[config.mk]
export PLATFORM = sky130hd
export DESIGN_NAME = axis_fifo_stage
export DESIGN_NICKNAME = d
export VERILOG_FILES = /design/src/rtl/axis_fifo_stage.sv
export SDC_FILE = /design/constraint.sdc
export NUM_CORES = 1
export LEC_CHECK = 0
export BUFFER_PORTS_ARGS = -buffer_cell sky130_fd_sc_hd__buf_2
export CORE_MARGIN = 2
export CORE_UTILIZATION = 30
export CTS_BUF_LIST = sky130_fd_sc_hd__clkbuf_8
export CTS_CLUSTER_DIAMETER = 50
export CTS_CLUSTER_SIZE = 28
export DETAILED_ROUTE_END_ITERATION = 12
export GPL_ROUTABILITY_DRIVEN = 0
export HOLD_SLACK_MARGIN = 0.05
export PLACE_DENSITY = 0.45
export RECOVER_POWER = 25
export SYNTH_ARGS = -nofsm -noshare
export SYNTH_HDL_FRONTEND = slang
export SYNTH_SLANG_ARGS = --single-unit
[constraint.sdc]
create_clock -name aclk -period 7.8 [get_ports aclk]
set_clock_uncertainty 0.05 [all_clocks]
set_input_delay 2.34 -clock aclk [delete_from_list [all_inputs] [get_ports aclk]]
set_output_delay 2.34 -clock aclk [all_outputs]
set_load 0.01 [all_outputs]
[src/rtl/axis_fifo_stage.sv]
// AXI4-Stream FIFO stage with a registered first-word-fall-through output.
// Optional packet mode (store-and-forward per packet): define AXIS_FIFO_PACKET_MODE_EN.
module axis_fifo_stage #(
    parameter int DATA_WIDTH = 32,
    parameter int DEPTH      = 16,
    parameter int KEEP_WIDTH = DATA_WIDTH / 8
) (
    input  logic                     aclk,
    input  logic                     areset,
    input  logic [DATA_WIDTH-1:0]    s_axis_tdata,
    input  logic [KEEP_WIDTH-1:0]    s_axis_tkeep,
    input  logic                     s_axis_tlast,
    input  logic                     s_axis_tvalid,
    output logic                     s_axis_tready,
    output logic [DATA_WIDTH-1:0]    m_axis_tdata,
    output logic [KEEP_WIDTH-1:0]    m_axis_tkeep,
    output logic                     m_axis_tlast,
    output logic                     m_axis_tvalid,
    input  logic                     m_axis_tready,
    output logic [$clog2(DEPTH):0]   fill_level
);

    localparam int AW = $clog2(DEPTH);
    localparam int PW = AW + 1;
    localparam int BW = DATA_WIDTH + KEEP_WIDTH + 1;

    logic [BW-1:0] mem [DEPTH];
    logic [PW-1:0] wr_ptr;
    logic [PW-1:0] rd_ptr;
    logic [PW-1:0] rd_ptr_nxt;
    logic [PW-1:0] fill_nxt;
    logic [BW-1:0] s_beat;
    logic [BW-1:0] head_nxt;
    logic          full;
    logic          push;
    logic          pop;
    logic          load;
    logic          valid_nxt;

    // Wrap bit differs while the index bits match: every slot is occupied.
    assign full          = (wr_ptr[AW-1:0] == rd_ptr[AW-1:0]) && (wr_ptr[AW] != rd_ptr[AW]);
    assign s_axis_tready = ~full & ~areset;
    assign push          = s_axis_tvalid & s_axis_tready;
    assign pop           = m_axis_tvalid & m_axis_tready;
    assign load          = ~m_axis_tvalid | m_axis_tready;
    assign s_beat        = {s_axis_tlast, s_axis_tkeep, s_axis_tdata};

    // NOTE: every always_comb output gets a value on every path, so no latch is inferred.
    always_comb begin
        rd_ptr_nxt = rd_ptr + PW'(pop);
        fill_nxt   = fill_level + PW'(push) - PW'(pop);
        // When the next head is the beat being written this edge, take it from the input.
        head_nxt   = (rd_ptr_nxt == wr_ptr) ? s_beat : mem[rd_ptr_nxt[AW-1:0]];
    end

`ifdef AXIS_FIFO_PACKET_MODE_EN
    logic [PW-1:0] pkt_cnt;
    logic [PW-1:0] pkt_nxt;
    logic          drain;
    logic          drain_nxt;

    // An oversize packet fills the FIFO with no tlast; cut through until its tlast leaves.
    always_comb begin
        pkt_nxt   = pkt_cnt + PW'(push & s_axis_tlast) - PW'(pop & m_axis_tlast);
        drain_nxt = (drain & ~(pop & m_axis_tlast)) |
                    ((fill_nxt == PW'(DEPTH)) && (pkt_nxt == '0));
        valid_nxt = (fill_nxt != '0) && ((pkt_nxt != '0) || drain_nxt);
    end

    always_ff @(posedge aclk) begin
        if (areset) begin
            pkt_cnt <= '0;
            drain   <= 1'b0;
        end else begin
            pkt_cnt <= pkt_nxt;
            drain   <= drain_nxt;
        end
    end
`else
    assign valid_nxt = (fill_nxt != '0);
`endif

    // NOTE: sequential state uses non-blocking assignments so all registers update together.
    always_ff @(posedge aclk) begin
        if (areset) begin
            wr_ptr        <= '0;
            rd_ptr        <= '0;
            fill_level    <= '0;
            m_axis_tvalid <= 1'b0;
            m_axis_tdata  <= '0;
            m_axis_tkeep  <= '0;
            m_axis_tlast  <= 1'b0;
        end else begin
            wr_ptr     <= wr_ptr + PW'(push);
            rd_ptr     <= rd_ptr_nxt;
            fill_level <= fill_nxt;
            // A presented beat is held until accepted; reload only when the slot frees up.
            if (load) begin
                m_axis_tvalid <= valid_nxt;
                {m_axis_tlast, m_axis_tkeep, m_axis_tdata} <= head_nxt;
            end
        end
    end

    // NOTE: storage is not reset; pointers define which entries are meaningful.
    always_ff @(posedge aclk) begin
        if (push) begin
            mem[wr_ptr[AW-1:0]] <= s_beat;
        end
    end

endmodule

=== Yosys cells after proc, flatten, opt, wreduce, memory -nomap -nowiden ===
Memory sizes are Yosys's and may differ from the RTL's.
Index checks and enable logic that the tools add are counted.

* Flip-flop bits (word level): 53
* Memory bits (writable): 592
* Input bits: 41
* Output and inout bits: 44
* Word-level logic and storage cells: 27
* Memories: 1

* Add/subtract/negate cells: 4
* Equal/unequal tests: 3
* Mux-type cells: 3
* Bitwise logic cells: 7
* Reductions and logical operators: 2

{| class="wikitable"
|+ Memories
! name !! depth !! bits a word !! rd ports !! clocked after Yosys merged registers in !! write ports !! RTL line !! RTL
|-
| mem || 16 || 37 || 1 || 0 || 1 || 27 || <nowiki>logic [BW-1:0] mem [DEPTH];</nowiki>
|}

{| class="wikitable"
|+ Operators by type and width
! kind !! count
|-
| $mux 37 || 1
|-
| $add 5x1->5 || 3
|-
| $eq 5x5->1 || 1
|-
| $reduce_bool 5->1 || 1
|-
| $sub 5x1->5 || 1
|-
| $eq 4x4->1 || 1
|-
| $and 1x1->1 || 3
|-
| $not 1->1 || 3
|-
| $mux 1 || 2
|-
| $logic_and 1x1->1 || 1
|-
| $ne 1x1->1 || 1
|-
| $or 1x1->1 || 1
|}

=== Longest topological paths before layout ===
* Depth after elaboration: 8
* Depth in mapped cells: 13
* Mapped depth without buffers: 12

=== Worst setup path after synthesis ===
OpenSTA, ideal clock, no wires.

* Kind: input -> register
* Start point: in areset
* End point: mem mem[0][0] in the netlist's numbering (enable)
* Setup time: 537 ps
* Arrival: 6814 ps
* Required time: 7213 ps
* Path slack: 399 ps
* Stages on the path: 4
* Path buffers: 1
* Cells stage by stage: clkbuf_1 -> nor2b_1 -> o21ai_1 -> nor4b_1

* Word-level cells in the longest chain between the ends: 5

{| class="wikitable"
|+ Ends and longest elaborated chain
! element !! RTL line !! RTL
|-
| start: declaration || 9 || <nowiki>input logic areset,</nowiki>
|-
| $not 1->1 || 42 || <nowiki>assign s_axis_tready = ~full & ~areset;</nowiki>
|-
| $and 1x1->1 || 42 ||
|-
| $and 1x1->1 || 43 || <nowiki>assign push = s_axis_tvalid & s_axis_tready;</nowiki>
|-
| $mux 1 || 107 || <nowiki>if (push) begin</nowiki>
|-
| $mux 1 (not written as such) || 108 || <nowiki>mem[wr_ptr[AW-1:0]] <= s_beat;</nowiki>
|-
| end: declaration || 27 ||
|}

Every way passes these cells.

=== Worst setup path after layout ===
* Start point: in areset
* End point: out s_axis_tready

* Word-level cells in the longest chain between the ends: 2

{| class="wikitable"
|+ Ends and longest elaborated chain
! element !! RTL line !! RTL
|-
| $not 1->1 || 42 ||
|-
| $and 1x1->1 || 42 ||
|-
| end: declaration || 14 || <nowiki>output logic s_axis_tready,</nowiki>
|}

Every way passes these cells.

==> flow_summary.toml <==
[status]
outcome = "complete, no violations"

[global_routing]
grt_max_degree = 150
grt_pass1_vias = 12600
grt_pass1_wl_um = 89900
overflow = 0
antenna_found_initial = 5
grtUsageTotal_pct = 14.6

[sta]
report.final.slew_viol_count = 0
fin_crit_sh_pct = 68.3
whs_ns = 0.414
hold_violations = 0
slew_headroom_pct = 34.1
worst_pin_slew_ns = 0.988
final.min_clock_period_ns = 5.33
grt_setup_unrepaired = "false"
tns_ns = 0
setup_violations = 0
fmaxAchievable_mhz = 188

[synth]
synth_xor_area_share_pct = 0.751
synth_top_family_by_area = "multiplexers"
synth.largest_area_cell = "edfxtp_1"
synthTopCellsByArea = "edfxtp_1 71%, mux4_2 13%, dfxtp_1 4.2%, mux2i_1 2.9%, o221ai_2 1.8%"
synth.most_common_cell = "edfxtp_1"
synth_fa_ha_area_share_pct = 0.527
synth-compound-area-share_pct = 2.42
synth-seq-cells = 645
synthSimpleGateAreaFrac_pct = 1.61
synth_nets = 1231
syn_area_per_cell_um2 = 21.3
yosysSeqAreaShare_pct = 74.9
postSynthCellCount = 1180
synth_top_area_share_pct = 70.7
synth_edf_count = 592
synth_area_um2 = 25200
synth_commonest_cells = "592 x edfxtp_1, 148 x mux4_2, 74 x mux2i_1, 53 x dfxtp_1, 46 x inv_1"
synth_flop_cell = "edfxtp_1"
ys_types = 40
synth.area.mux_share_pct = 17.9
async_flop_share_pct = 0
ys.warnings.count = 0

[clock_network]
cts_root_buf = "clkbuf_8"
post_cts_buffers = 0
clockBufferDepth = 3
worstSkewPairLatency_ns = 0.66
clk_pin_slew_ns = 0.09
htreeDepth = 3
clock_sinks = 645
cts_buffers = 74
hold_buffers = 0
cts_tree = "built"
cts_resized = 0

[drt]
detail-route-antenna-nets = 0
num_vias = 11600
viasPerCell = 4.76
drc = 0
drt_wl_total_um = 61900
firstDrtPassIters = 5
drt_iter0_drc = 830
routedWlPerCell_um = 25.3

[worst_setup_path]
crit_fanout = 21
arrival_ns = 2.94
crit_slowest_cell = "buf_2"
worstPathCellList = "buf_2, nor2_1, buf_2"
start_kind = "input pin"
reg2reg_from = "wr_ptr[0]"
max_stage_delay_ns = 0.35
reg2reg_to = "m_axis_tvalid"
required_ns = 5.41
critPathTopFamily = "buffers and inverters"
crit_buf_inv = 2
critical_path_class = "in2out"
cp_common_cell = "buf_2"
reg2regPathDepth = 11
cp-end-kind = "output port"
reg2reg_slack_ns = 4.08

[die]
fp.dieH_um = 294
die_x_um = 294
core-area_um2 = 83300
num_rows = 106
die-area_um2 = 86200
start_util_pct = 30.2
io_pins = 85

[pwr]
cellPowerDensity_nw_per_um2 = 271
p_sw_uw = 2100
leakage_uw = 0.00881
irDropWorstVdd_mv = 0.176
p_sw_share_pct = 27.0
pwr-share-comb_pct = 16.1
internal_power_uw = 5660
pwr-share-seq_pct = 50.7
clkPwrFrac_pct = 33.2

[placement]
dp_cells = 2307
io_buffers = 84
hpwl_um = 30500

[min_path]
holdCritPathClass = "reg2reg"
min_to = "m_axis_tdata[20]"
hp-start = "m_axis_tdata[20]"
worstHoldPathCells = 2

[finish]
layout.cells.non_filler = 2445
drive_gt1_share_pct = 33.5
final_net_count = 1354
syn_to_final_growth_pct = 14.1

[flow_run]
drv_cap = 0
## layout by cell type (no fill, tap or decap), types with 9 or more instances in the layout
cell type,synthesis,final
buf_2,29,57
buf_4,1,23
clkbuf_1,25,27
clkbuf_8,0,78
clkinvlp_4,0,11
dfxtp_1,53,53
edfxtp_1,592,592
inv_1,46,48
inv_6,0,13
mux2_2,37,37
mux2i_1,74,74
mux4_2,148,148
nand2_1,39,39
nor2_1,21,12
nor2_4,0,9
nor2b_1,10,9
o221ai_2,30,30
## routing by layer
metal,vias to the layer above,GRT usage [%],part of all wire [%]
met4,6,3.78,1.7
li1,5083,-,-
met2,229,25.4,51
met1,6236,18.7,42
met3,75,2.66,4.5
met5,-,0,0.061
## cells by family after synthesis
kind of cell / after synthesis
buffers and inverters: 110
flip-flops: 645
XOR/XNOR: 19
multiplexers: 259
AO/OA/AOI/OAI: 48
AND/OR/NAND/NOR: 89
adder cells (fa/ha/maj): 10
## power groups by stage
stage | registers, uW | logic [uW] | clock network, uW
CTS | 3940 | 1300 | 2680
floorplan | 4020 | 897 | 0
finish | 3940 | 1250 | 2580
detailed placement | 4020 | 1300 | 0
global placement | 4020 | 1290 | 0
global route | 3950 | 1370 | 2810
## worst max-delay path by stage
| stage | from | endpoint | slack, ns | depth (start not counted) |
|---|---|---|---|---|
| detailed placement | m_axis_tready | m_axis_tdata[12] | 2.35 | 8 |
| CTS | areset | s_axis_tready | 2.45 | 3 |
| global placement | m_axis_tready | m_axis_tdata[24] | 2.35 | 8 |
| floorplan | areset | mem[0][0] | 0.40 | 4 |
| finish | areset | s_axis_tready | 2.47 | 3 |
| global route | areset | s_axis_tready | 2.41 | 3 |
## worst register-to-register path, cell delays in order, from the launching register on
cell	delay, ns
dfxtp_1	0.68
xnor2_1	0.19
nand4_1	0.22
o21ai_1	0.71
ha_1	0.36
inv_1	0.06
ha_1	0.15
inv_1	0.06
fa_1	0.43
xor2_1	0.19
nor4bb_1	0.35
a41oi_1	0.15
## flip-flops by register name, summed over array words and instances, names as in the netlist
| name | count |
|---|---|
| wr_ptr | 5 |
| m_axis_tvalid | 1 |
| m_axis_tlast | 1 |
| fill_level | 5 |
| m_axis_tdata | 32 |
| rd_ptr | 5 |
| m_axis_tkeep | 4 |
| mem | 592 |
## stage by stage
stage / util [%] / setup WS (ns) / instance area [um^2] / power [uW]
2_1_floorplan: - / 0.399 / 25200 / 4920
3_3_place_gp: 32.5 / 2.35 / 27000 / 5310
3_5_place_dp: 32.5 / 2.35 / 27000 / 5320
4_1_cts: 34.5 / 2.45 / 28700 / 7920
5_1_grt: 34.4 / 2.41 / 28700 / 8130
6_report: 34.5 / 2.47 / 28700 / 7760
## layout make-up
class / count / area [um^2]
Sequential cell: 645 / 18800
Antenna cell: 2 / 5.00
Clock inverter: 58 / 608
Inverter: 46 / 173
Timing Repair Buffer: 111 / 639
Tap cell: 1080 / 1350
Multi-Input combinational cell: 425 / 6010
Fill cell: 7813 / 54600
Clock buffer: 78 / 1070
(Power assumes the default switching activity.)
